<file path="src/rtl/stopwatch_core.sv">
// Stopwatch: IDLE/RUN/STOP control with an h:m:s.ms counter chain advanced by a tick pulse.
// All outputs are registered and change one clk after the causing input; there is no backpressure.
module stopwatch_core #(
  parameter int TICKS_PER_SEC = 1000,
  parameter int HOURS_MAX     = 24
) (
  input  logic       clk,
  input  logic       reset,
  input  logic       i_tick,
  input  logic       i_run_stop,
  input  logic       i_clear,
  output logic [9:0] o_msec,
  output logic [5:0] o_sec,
  output logic [5:0] o_min,
  output logic [4:0] o_hour,
  output logic [1:0] o_state,
  output logic       o_rollover
);

  localparam int MSW = (TICKS_PER_SEC > 1) ? $clog2(TICKS_PER_SEC) : 1;
  localparam int HW  = (HOURS_MAX > 1) ? $clog2(HOURS_MAX) : 1;

  localparam logic [MSW-1:0] MSEC_LAST = MSW'(TICKS_PER_SEC - 1);
  localparam logic [5:0]     SEC_LAST  = 6'd59;
  localparam logic [5:0]     MIN_LAST  = 6'd59;
  localparam logic [HW-1:0]  HOUR_LAST = HW'(HOURS_MAX - 1);

  typedef enum logic [1:0] {
    IDLE = 2'b00,
    RUN  = 2'b01,
    STOP = 2'b10
  } state_t;

  state_t         state;
  logic [MSW-1:0] msec;
  logic [5:0]     sec;
  logic [5:0]     min;
  logic [HW-1:0]  hour;
  logic           rollover;

  logic count;
  logic msec_wrap;
  logic sec_wrap;
  logic min_wrap;
  logic hour_wrap;

  // Counting follows the registered state, so a tick alongside a start command is not counted
  // while a tick alongside a stop command still is.
  assign count     = (state == RUN) && i_tick;
  assign msec_wrap = (msec == MSEC_LAST);
  assign sec_wrap  = (sec == SEC_LAST);
  assign min_wrap  = (min == MIN_LAST);
  assign hour_wrap = (hour == HOUR_LAST);

  always_ff @(posedge clk or posedge reset) begin
    if (reset) begin
      state    <= IDLE;
      msec     <= '0;
      sec      <= '0;
      min      <= '0;
      hour     <= '0;
      rollover <= 1'b0;
    end else begin
      rollover <= 1'b0;

      if (count) begin
        msec <= msec_wrap ? '0 : msec + MSW'(1);
        if (msec_wrap)
          sec <= sec_wrap ? '0 : sec + 6'd1;
        if (msec_wrap && sec_wrap)
          min <= min_wrap ? '0 : min + 6'd1;
        if (msec_wrap && sec_wrap && min_wrap)
          hour <= hour_wrap ? '0 : hour + HW'(1);
        rollover <= msec_wrap && sec_wrap && min_wrap && hour_wrap;
      end

      case (state)
        IDLE: begin
          if (i_run_stop)
            state <= RUN;
        end
        RUN: begin
          if (i_run_stop)
            state <= STOP;
        end
        STOP: begin
          if (i_clear) begin
            state <= IDLE;
            msec  <= '0;
            sec   <= '0;
            min   <= '0;
            hour  <= '0;
          end else if (i_run_stop) begin
            state <= RUN;
          end
        end
        default: state <= IDLE;
      endcase
    end
  end

  assign o_msec     = 10'(msec);
  assign o_sec      = sec;
  assign o_min      = min;
  assign o_hour     = 5'(hour);
  assign o_state    = state;
  assign o_rollover = rollover;

endmodule

</file>
<file path="config.mk">
export PLATFORM = sky130hd
export DESIGN_NAME = stopwatch_core
export DESIGN_NICKNAME = d
export VERILOG_FILES = /design/src/rtl/stopwatch_core.sv
export SDC_FILE = /design/constraint.sdc
export NUM_CORES = 1
export LEC_CHECK = 0
export CORE_ASPECT_RATIO = 1.75
export CORE_MARGIN = 2
export CORE_UTILIZATION = 46
export CTS_CLUSTER_DIAMETER = 200
export DETAILED_ROUTE_END_ITERATION = 8
export PLACE_DENSITY = 0.73
export SLEW_MARGIN = 10
export SYNTH_ARGS = -nofsm -noshare
export SYNTH_HDL_FRONTEND = slang
export SYNTH_SLANG_ARGS = --single-unit
</file>
<file path="constraint.sdc">
create_clock -name clk -period 1.9 [get_ports clk]
set_input_delay 0.38 -clock clk [delete_from_list [all_inputs] [get_ports clk]]
set_output_delay 0.38 -clock clk [all_outputs]
set_load 0.05 [all_outputs]
</file>
==> results.sh <==
export IMPL_status="completed"
export IMPL_powerDensity_mw_per_mm2=906
export IMPL_io_pins=35
export IMPL_rsz0062_at_grt="false"
export IMPL_start_kind="input pin"
export IMPL_synth_seq_cells=30
export IMPL_p_leak_nw=1.05
export IMPL_fin_ws_ps=75.4
export IMPL_h_tree_depth=2
export IMPL_post_dp_hpwl_mm=3.20
export IMPL_io_buffer_count=34
export IMPL_totalWireLength_mm=4.23
export IMPL_die_w_um=49.2
export IMPL_vias=1578
export IMPL_synth_top_family_by_area="simple AND/OR/NAND/NOR gates"
export IMPL_arrival_ps=2030
export IMPL_die_h_um=83.1
export IMPL_vdd_ir_drop_max_mv=0.894
export IMPL_finalSetupTns_ps=0
export IMPL_track_usage_pct=21.8
export IMPL_post_cts_setup_buffers=0
export IMPL_tightestPinTransition_ps=488
export IMPL_max_cap_violations=0
export IMPL_fill_cells=294
export IMPL_dp_slack_ps=-218
export IMPL_worstSetupPathType="in2reg"
export IMPL_synth_top_area_share_pct=45.7
export IMPL_final_period_utilization_pct=96.0
export IMPL_antenna_cells=0
export IMPL_yosysTopAreaCell="dfrtp_1"
export IMPL_synth_xor_area_share_pct=4.80
export IMPL_seq_area_frac_synth_pct=45.7
export IMPL_setup_viol=0
export IMPL_rows=28
export IMPL_initial_core_util_pct=48.3
export IMPL_drtAntennaViolNets=0
export IMPL_finalMaxSlewViolations=0
export IMPL_yosys_warnings=0
export IMPL_fmax_ghz=0.548
export IMPL_cts_tree="yes"
export IMPL_clock_root_buffer="clkbuf_8"
export IMPL_crit_path_end_kind="flop"
export IMPL_cts_max_path_buffers=2
export IMPL_cts_sinks=30
export IMPL_syn_area_mm2=0.00164
export IMPL_synth_edf_count=0
export IMPL_place_congestion=0.908
export IMPL_hold_viol_final=0
export IMPL_dr_pass1_iters=4
export IMPL_finalInstanceArea_mm2=0.00221
export IMPL_placed_cell_area_mm2=0.00210
export IMPL_wl_per_cell_um=15.3
export IMPL_syn_to_final_growth_pct=34.7
export IMPL_antenna_found_initial=0
export IMPL_grt_overflow=0
export IMPL_cts_resized=0
export IMPL_hp_class="in2async"
export IMPL_slew_headroom_pct=67.4
export IMPL_synthSimpleGateAreaFrac_pct=27.8
export IMPL_insertion_delay_ps=280
export IMPL_synth_top_cells_by_area="dfrtp_1, nand2_1, o21ai_0"
export IMPL_synthMuxAreaShare_pct=3.12
export IMPL_layout_drive_gt1_share_pct=31.0
export IMPL_synth_flop_cell="dfrtp_1"
export IMPL_cp_max_fo=8
export IMPL_die_area_mm2=0.00408
export IMPL_clk_pin_slew_ps=70
export IMPL_fin_skew_ps=4.27
export IMPL_ys_types=39
export IMPL_required_ps=2110
export IMPL_synth_compound_area_share_pct=12.4
export IMPL_synthesis_nets=183
export IMPL_grt_pass1_wl_mm=6.96
export IMPL_grt_start_max_net_pins=31
export IMPL_period_needed_ps=1820
export IMPL_drt_initial_drc_count=24
export IMPL_fin_nets=240
export IMPL_ctsHoldBuffers=0
export IMPL_drc=0
export IMPL_synthAdderAreaFrac_pct=3.05
export IMPL_core_area_mm2=0.00340
export IMPL_routed_via_density=5.70
export IMPL_avgSynthCellArea_um2=9.44
export IMPL_synthArstFlopShare_pct=100
export IMPL_cts_inserted_buffers=5
export IMPL_netlist_instances=174
export IMPL_grt_pass1_vias=1551
==> final cells by class <==
type | instances | area [µm²] | share of cell area, %
well taps | 45 | 56.3 | 2.55
repair buffers | 57 | 440 | 19.9
clock buffers | 8 | 110 | 4.98
flip-flops and latches | 30 | 757 | 34.2
multi-input cells | 135 | 841 | 38.0
inverters | 2 | 7.51 | 0.339
==> worst paths after layout <==
kind | cells after the start | slack, ps | endpoint | start
worst max-delay path | 6 | 80 | o_hour[0] | i_tick
worst min-delay path | 3 | 480 | o_sec[4] | reset
worst max register to register | 6 | 120 | o_hour[0] | o_msec[0]
worst min register to register | 1 | 560 | o_rollover | o_hour[3]
max in group asynchronous | 3 | 1100 | o_msec[0] | reset
min in group clk | 1 | 560 | o_rollover | o_hour[3]
==> cells by family (layout without fill, tap and decap cells) <==
logic type               after synthesis  count (layout)
AO/OA/AOI/OAI                         33              33
XOR/XNOR                               9               9
adder cells (fa/ha/maj)                4               4
buffers and inverters                  9              67
flip-flops                            30              30
multiplexers                           5               5
AND/OR/NAND/NOR                       84              84
==> critical path: stages <==
cell	delay (ps)
clkdlybuf4s50_1	480
and4b_1	300
nand4_4	170
buf_4	180
nor3_1	300
mux2i_1	220
==> state kept, by name, summed over array words and instances, names as in the netlist <==
register    flops
o_hour          5
o_min           6
o_rollover      1
o_state         2
o_sec           6
o_msec         10
==> layer usage <==
metal / GRT usage [%] / vias up / share of wire [%]
met5: 0 / - / 0
met4: 10.1 / 0 / 1.6
met3: 5.04 / 7 / 3.9
met2: 40.8 / 47 / 57
met1: 21.8 / 774 / 37
li1: - / 750 / -
==> metrics by stage <==
stage / std cells / hold slack [ps] / utilization [%] / total power [W]
6_report: 277 / 483 / 65.1 / 0.00200
5_1_grt: 277 / 534 / 65.1 / 0.00209
4_1_cts: 277 / 493 / 65.1 / 0.00202
3_5_place_dp: 269 / 561 / 61.9 / 0.00141
3_3_place_gp: 269 / 544 / 61.9 / 0.00139
2_1_floorplan: 174 / 470 / - / 0.00117
==> synth_stat cells (all sizes together) (3+ instances only) <==
library cell / n
ha: 4
nand3b: 5
and3: 3
a21oi: 8
and4: 3
buf: 5
nand3: 11
mux2i: 4
xor2: 3
o31ai: 3
nor2: 16
nand4: 6
nand2: 22
nor3: 4
or4: 5
dfrtp: 30
xnor2: 6
o21ai: 12
==> power breakdown <==
part / total (W) / switching, W / internal, W
Combinational: 0.000636 / 0.000407 / 0.000229
Sequential: 0.000758 / 0.0000570 / 0.000701
Clock: 0.000611 / 0.000245 / 0.000366
==> layout by cell type (no fill, tap or decap), types with 4 or more instances in the layout <==
cell / count
clkdlybuf4s50_1: 5
o21ai_0: 12
ha_1: 4
xnor2_1: 6
nand3_1: 11
dfrtp_1: 25
nand4_1: 5
clkbuf_8: 8
nand3b_1: 5
mux2i_1: 4
nor2_1: 16
dfrtp_2: 5
nor3_1: 4
nand2_1: 22
or4_1: 5
a21oi_1: 8
buf_4: 52
No activity file was read; power rests on OpenSTA's default activity.
